**src/rtl/parking_ledger_if.sv**
```systemverilog
// Fee report handshake between the parking ledger and billing/display.
// master: drives valid + report fields, receives ready; slave: reverse.
interface parking_ledger_if;
  logic        fee_valid;
  logic        fee_ready;
  logic [3:0]  fee_car;
  logic [15:0] fee_time;
  logic [15:0] fee_amount;

  modport master (
    output fee_valid,
    output fee_car,
    output fee_time,
    output fee_amount,
    input  fee_ready
  );

  modport slave (
    input  fee_valid,
    input  fee_car,
    input  fee_time,
    input  fee_amount,
    output fee_ready
  );
endinterface

```
**src/rtl/parking_ledger.sv**
```systemverilog
// Parking ledger: slot occupancy, per-slot dwell timers, fee reports.
// Ports: clk, rst (sync, active-low), car_nb/enter/exit events,
// occupied/free_cnt/full status, err_dup/err_ghost/fifo_ovf pulses,
// fee: report stream (valid/ready) via parking_ledger_if.master.
module parking_ledger #(
  parameter int TICK_DIV = 100000000,
  parameter int RATE     = 1
) (
  input  logic        clk,
  input  logic        rst,
  input  logic [3:0]  car_nb,
  input  logic        enter,
  input  logic        exit,
  output logic [15:0] occupied,
  output logic [4:0]  free_cnt,
  output logic        full,
  output logic        err_dup,
  output logic        err_ghost,
  output logic        fifo_ovf,
  parking_ledger_if.master fee
);

  localparam int PW = $clog2(TICK_DIV);

  typedef struct packed {
    logic [3:0]  car;
    logic [15:0] tim;
    logic [15:0] amt;
  } rep_t;

  // prescaler
  logic [PW-1:0] pre_q, pre_d;
  logic          tick;

  assign tick  = (pre_q == PW'(TICK_DIV - 1));
  assign pre_d = tick ? '0 : pre_q + 1'b1;

  // occupancy and events
  logic [15:0] occ_q, occ_d;
  logic        slot_occ;
  logic        ev_in, ev_out;
  logic        dup_d, ghost_d;
  logic        dup_q, ghost_q;

  assign slot_occ = occ_q[car_nb];
  assign ev_in    = enter && !exit && !slot_occ;
  assign ev_out   = exit && !enter && slot_occ;
  assign dup_d    = enter && (exit || slot_occ);
  assign ghost_d  = exit && !enter && !slot_occ;

  always_comb begin
    occ_d = occ_q;
    if (ev_in)  occ_d[car_nb] = 1'b1;
    if (ev_out) occ_d[car_nb] = 1'b0;
  end

  // dwell counters; a clear on enter wins over a coincident tick
  logic [15:0] dw_q [16];
  logic [15:0] dw_d [16];

  always_comb begin
    for (int i = 0; i < 16; i++) begin
      dw_d[i] = dw_q[i];
      if (ev_in && car_nb == 4'(i))
        dw_d[i] = '0;
      else if (tick && occ_q[i] && dw_q[i] != 16'hFFFF)
        dw_d[i] = dw_q[i] + 16'd1;
    end
  end

  // stage register: counter value before this edge's tick
  logic        stg_vld_q, stg_vld_d;
  logic [3:0]  stg_car_q, stg_car_d;
  logic [15:0] stg_tim_q, stg_tim_d;

  assign stg_vld_d = ev_out;
  assign stg_car_d = ev_out ? car_nb : stg_car_q;
  assign stg_tim_d = ev_out ? dw_q[car_nb] : stg_tim_q;

  // fee: 16x8 product fits 24 bits, then saturate
  logic [23:0] prod;
  logic [15:0] fee_amt;
  rep_t        rep;

  assign prod    = 24'(stg_tim_q) * 24'(RATE);
  assign fee_amt = (|prod[23:16]) ? 16'hFFFF : prod[15:0];
  assign rep     = '{car: stg_car_q, tim: stg_tim_q, amt: fee_amt};

  // report fifo
  rep_t       mem_q [4];
  logic [1:0] rd_q, rd_d;
  logic [1:0] wr_q, wr_d;
  logic [2:0] cnt_q, cnt_d;
  logic [2:0] rem;
  logic       vld, ffull;
  logic       pop, push, ovf_d, ovf_q;
  rep_t       head_q, head_d;

  assign vld   = (cnt_q != 3'd0);
  assign ffull = cnt_q[2];
  assign pop   = vld && fee.fee_ready;
  assign push  = stg_vld_q && (!ffull || pop);
  assign ovf_d = stg_vld_q && ffull && !pop;
  assign cnt_d = cnt_q + 3'(push) - 3'(pop);
  assign rd_d  = rd_q + 2'(pop);
  assign wr_d  = wr_q + 2'(push);
  assign rem   = cnt_q - 3'(pop);

  // head is a register so it holds its last value once empty
  always_comb begin
    head_d = head_q;
    if (rem != 3'd0)
      head_d = mem_q[rd_d];
    else if (push)
      head_d = rep;
  end

  always_ff @(posedge clk) begin
    if (!rst) begin
      pre_q     <= '0;
      occ_q     <= '0;
      stg_vld_q <= 1'b0;
      stg_car_q <= '0;
      stg_tim_q <= '0;
      rd_q      <= '0;
      wr_q      <= '0;
      cnt_q     <= '0;
      head_q    <= '0;
      dup_q     <= 1'b0;
      ghost_q   <= 1'b0;
      ovf_q     <= 1'b0;
      for (int i = 0; i < 16; i++)
        dw_q[i] <= '0;
      for (int i = 0; i < 4; i++)
        mem_q[i] <= '0;
    end else begin
      pre_q     <= pre_d;
      occ_q     <= occ_d;
      stg_vld_q <= stg_vld_d;
      stg_car_q <= stg_car_d;
      stg_tim_q <= stg_tim_d;
      rd_q      <= rd_d;
      wr_q      <= wr_d;
      cnt_q     <= cnt_d;
      head_q    <= head_d;
      dup_q     <= dup_d;
      ghost_q   <= ghost_d;
      ovf_q     <= ovf_d;
      for (int i = 0; i < 16; i++)
        dw_q[i] <= dw_d[i];
      if (push)
        mem_q[wr_q] <= rep;
    end
  end

  // status
  logic [4:0] free_n;

  always_comb begin
    free_n = 5'd16;
    for (int i = 0; i < 16; i++)
      if (occ_q[i]) free_n = free_n - 5'd1;
  end

  assign occupied       = occ_q;
  assign free_cnt       = free_n;
  assign full           = (free_n == 5'd0);
  assign err_dup        = dup_q;
  assign err_ghost      = ghost_q;
  assign fifo_ovf       = ovf_q;
  assign fee.fee_valid  = vld;
  assign fee.fee_car    = head_q.car;
  assign fee.fee_time   = head_q.tim;
  assign fee.fee_amount = head_q.amt;

endmodule

```
**src/flat_wrapper.sv**
```systemverilog
// flat-port wrapper written by rule: the top's interface ports become plain ports
module parking_ledger_flat 
#(
  parameter int TICK_DIV = 100000000,
  parameter int RATE     = 1
)
  (clk, rst, car_nb, enter, exit, occupied, free_cnt, full, err_dup, err_ghost, fifo_ovf, fee_fee_valid, fee_fee_car, fee_fee_time, fee_fee_amount, fee_fee_ready);
  parking_ledger_if fee_i ();
  input  logic clk;
  input  logic rst;
  input  logic [3:0] car_nb;
  input  logic enter;
  input  logic exit;
  output logic [15:0] occupied;
  output logic [4:0] free_cnt;
  output logic full;
  output logic err_dup;
  output logic err_ghost;
  output logic fifo_ovf;
  output wire logic [$bits(fee_i.fee_valid)-1:0] fee_fee_valid;
  output wire logic [$bits(fee_i.fee_car)-1:0] fee_fee_car;
  output wire logic [$bits(fee_i.fee_time)-1:0] fee_fee_time;
  output wire logic [$bits(fee_i.fee_amount)-1:0] fee_fee_amount;
  input wire logic [$bits(fee_i.fee_ready)-1:0] fee_fee_ready;
  assign fee_fee_valid = fee_i.fee_valid;
  assign fee_fee_car = fee_i.fee_car;
  assign fee_fee_time = fee_i.fee_time;
  assign fee_fee_amount = fee_i.fee_amount;
  assign fee_i.fee_ready = fee_fee_ready;
  parking_ledger #(.TICK_DIV(TICK_DIV), .RATE(RATE)) u_core (.clk(clk), .rst(rst), .car_nb(car_nb), .enter(enter), .exit(exit), .occupied(occupied), .free_cnt(free_cnt), .full(full), .err_dup(err_dup), .err_ghost(err_ghost), .fifo_ovf(fifo_ovf), .fee(fee_i));
endmodule
```
**config.mk**
```make
export PLATFORM = sky130hd
export DESIGN_NAME = parking_ledger_flat
export DESIGN_NICKNAME = d
export VERILOG_FILES = /design/src/rtl/parking_ledger_if.sv /design/src/rtl/parking_ledger.sv /design/src/flat_wrapper.sv
export SDC_FILE = /design/constraint.sdc
export NUM_CORES = 1
export LEC_CHECK = 0
export ABC_AREA = 1
export BUFFER_PORTS_ARGS = -buffer_cell sky130_fd_sc_hd__buf_4
export CORE_MARGIN = 10
export CORE_UTILIZATION = 50
export CTS_CLUSTER_SIZE = 40
export DETAILED_ROUTE_END_ITERATION = 12
export PLACE_DENSITY = 0.69
export SLEW_MARGIN = 20
export SYNTH_ARGS = -nofsm -noshare
export SYNTH_HDL_FRONTEND = slang
export SYNTH_SLANG_ARGS = --single-unit
```
**constraint.sdc**
```tcl
create_clock -name clk -period 7.1 [get_ports clk]
set_input_delay 0.71 -clock clk [delete_from_list [all_inputs] [get_ports clk]]
set_output_delay 0.71 -clock clk [all_outputs]
set_load 0.01 [all_outputs]
```
==> results.md <==
- Synthesized area: 0.0242 mm2
- Non-filler cells, final: roughly 4,100
- Antenna Nets Post-Route: 0
- Most used cell, CP: nand2_4
- CTS Sinks: 430
- Vias in the first global route: 22,300
- Hold Crit Class: in2reg
- Ys async rst share: 0%
- Die area: 0.0575 mm2
- H-tree depth: 2
- Congestion Overflow GR: 0
- DR iter-0 viols: 2,261
- CTS tree: yes
- P per Cell Area: 239 mW/mm2
- Vias/cell: 5.78
- CTS root buf: clkbuf_16
- Setup crit start kind: flip-flop
- Mapped Avg Cell Area: slightly above 7 um2
- Setup TNS: -1.67 ns
- Max Root-Sink Buffers: 3
- Tot GR Track Use: about a quarter
- Worst Tran Pin Value: 1.22 ns
- Pint: 4.73 mW
- Reg2Reg Depth: 18
- Ys Warns: 0
- WL met2: 34,300 um
- Sw Share: approximately 29%
- Synth Flop Type: dfxtp_1
- Register area: 0.00942 mm2
- Status: finished with violations
- Slew margin rel.: about 18%
- Final period util: 107%
- CP max stage cell: fa_2
- RR Startpoint: u_core.pre_q[0]
- Vias: approximately 24,000
- NetSw: around 1.9 mW
- Yosys reg bits: 430
- Area of the core: 0.0477 mm2
- Max incr delay on CP: roughly 0.6 ns
- Final GP Congestion: about 1
- Post-synthesis net count: 3,447
- Worst Path Max Fanout: 5
- Layout cells sized above 1: about an eighth
- Top cells by area, synth: dfxtp_1 29%, nand2_1 10%, edfxtp_1 9.9%
- Min Tclk post-route: 7.62 ns
- Die width: 240 um
- Internal reg-to-reg setup slack: 2.84 ns
- Max-slew violation count: 0
- DRC: 0
- Area of the multi-input gates: 0.0127 mm2
- Failing checks: setup timing
- CTS clock-pin slew for the worst setup and hold paths: 0.06 ns
- CTS Buf Count: roughly 50
- Routed len/inst: roughly 18 um
- Crit Path Class: reg2out
- Max Used Layer: met4
- Hold slack: 0.304 ns
- Finished layout cell area: about 0.028 mm2
- Number of I/O port buffers: 70
- Ports: 71
- Crit path to: full
- Worst Path Required: 6.39 ns
- Area Growth Syn to Fin: 14.7%
- Met3 routed WL: 5820 um
- Cell Rows: 80
- Starting density of the core: 50.6%
- DP Cell Count: around 4,000
- Met1 WL: around 32,000 um
- Final wirelength: ~75,000 um
- Global-route wire length before repair: around 120,000 um
- Placed Area: 0.0255 mm2
- Final hold vios: 0
- Clock power share: 41.9%
- # fillers: 4,361
- Hold Crit Start: enter
- Synth Instances: 3,398
- Pin count of the biggest net entering global routing: between 50 and 60
- Fin nets: 3,529
- Yosys top cell by area: dfxtp_1
- Pre-CTS setup slack: -0.283 ns
- Post-synth cell types: 53
- Worst vdd ir: 0.214 mV
- Final HPWL DP: 54,200 um
- CTS Hold Buffers Added: 0
- Critical Path Start: u_core.occupied[1]
- Maxcap violations: 0
- Setup Skew: approximately 0.016 ns
- Worst skew pair latency: 0.60 ns
- Sequential element share of the synthesized area: about two fifths
- Commonest cells post-synth: 654 x nand2_1, 487 x inv_1, 359 x nor2_1
- Register share of total power: 39.2%
- Static leakage: 9.97 nW
- R2R Path End: u_core.dw_q[9][13]
- Worst EP arrival: 6.91 ns
- Top cell type's share of synthesized area: 29.0%
- Number of flops mapped to enable cells by yosys: 80
- RSZ-0062 raised after global routing: yes
- Gate power share: 19.0%
- Cell with the most instances after synthesis: nand2_1
- Initial antenna violation count: 1
- Die height: 240 um
- Final worst-path setup slack: -0.522 ns
- Final setup viols: 4
- Fmax: 131 MHz
- Crit end category: output port
- Drt pass-1 iters: 6
==> sequential cells by signal (all words and copies together), names as in the netlist <==
| register | count |
|---|---|
| u_core.cnt_q | 3 |
| u_core.pre_q | 27 |
| u_core.stg_vld_q | 1 |
| u_core.dw_q | 256 |
| u_core.err_dup | 1 |
| u_core.rd_q | 2 |
| u_core.wr_q | 2 |
| u_core.fee.fee_car | 4 |
| u_core.err_ghost | 1 |
| u_core.fee.fee_amount | 16 |
| u_core.stg_car_q | 4 |
| u_core.occupied | 16 |
| u_core.stg_tim_q | 16 |
| u_core.mem_q | 80 |
| u_core.fifo_ovf | 1 |
==> layer usage <==
layer,up-vias,GRT usage (%)
li1,11600,-
met3,163,3.97
met5,-,0
met2,930,41.2
met1,11200,32.8
met4,0,10.4
==> worst max-delay path: cells and delay by family (launching register included) <==
kind          cells  cell delay (ns)
fa+ha+maj         9             2.45
simple gates     30             2.84
flops             1             0.33
buf+inv          11             0.70
==> worst min path at each step <==
stage                       end  cells past startpoint  slack, ns
2_1_floorplan   u_core.pre_q[0]                      1       0.42
3_3_place_gp    u_core.pre_q[0]                      1       0.43
3_5_place_dp    u_core.pre_q[0]                      1       0.44
4_1_cts        u_core.err_ghost                      2       0.27
5_1_grt        u_core.err_ghost                      2       0.30
6_report       u_core.err_ghost                      2       0.30
==> final cells by class <==
class                      instances  share of cell area (%)
tap                              615                    2.78
sequential                       430                    34.0
multi-input combinational       2349                    46.0
clock buffer                      67                    5.07
inverter                         504                    6.85
antenna                            1                 0.00903
clock inverter                    20                    1.30
timing repair buffer             146                    4.05
==> cells by family after synthesis <==
family / Yosys count / share of synthesized area, %
AO/OA/AOI/OAI: 637 / 16.4
XOR/XNOR: 40 / 1.45
buffers and inverters: 619 / 9.91
flip-flops: 430 / 39.0
AND/OR/NAND/NOR: 1632 / 31.2
adder cells (fa/ha/maj): 40 / 2.13
==> power groups by stage <==
stage / sequential (mW) / combinational, mW / clock, mW
final: 2.60 / 1.26 / 2.78
after floorplan: 2.65 / 0.832 / 0
after global routing: 2.60 / 1.39 / 2.91
after global placement: 2.65 / 1.18 / 0
after detailed placement: 2.65 / 1.21 / 0
after CTS: 2.60 / 1.24 / 2.82
==> cell usage in the layout, fill, tap and decap left out, types with 7 or more instances in the layout <==
master     instances
nand3_1          196
edfxtp_1          80
nand3_4           10
nor2_1           355
o22ai_1           57
or2_2             33
clkbuf_8           9
o21bai_1          24
nand2_1          622
o21a_1            22
o211ai_1           9
buf_4            139
buf_6              7
o221ai_1          37
a22oi_1           40
inv_2             21
nand2_2           64
ha_4               7
nand2_4           20
a211oi_1          28
a221oi_1          34
xnor2_1            8
xor2_1            31
nor3_1           134
nand3b_1          21
a21oi_1          219
nand4_1           57
nand3_2           38
clkbuf_16         50
bufinv_16          9
nor3b_1           32
o21ai_0          126
ha_1              31
clkbuf_1           8
nor4_1            33
o31ai_1           13
inv_1            474
dfxtp_1          347
==> metrics by stage <==
step / utilization [%] / total power [mW]
floorplan: - / 3.49
global placement: 53.3 / 3.82
detailed placement: 53.3 / 3.86
CTS: 57.5 / 6.65
global route: 58.0 / 6.90
finish: 58.0 / 6.64
==> repair_timing <==
| item | 4_1_cts | 5_1_grt |
|---|---|---|
| hold endpoints to repair | 0 | 0 |
| resized for setup | 40 | 46 |
| cloned | 0 | 0 |
| buffers inserted | 15 | 5 |
| pin swaps | 36 | 38 |
| setup endpoints to repair | 4 | 4 |
Power figures use the tool's default switching activity.
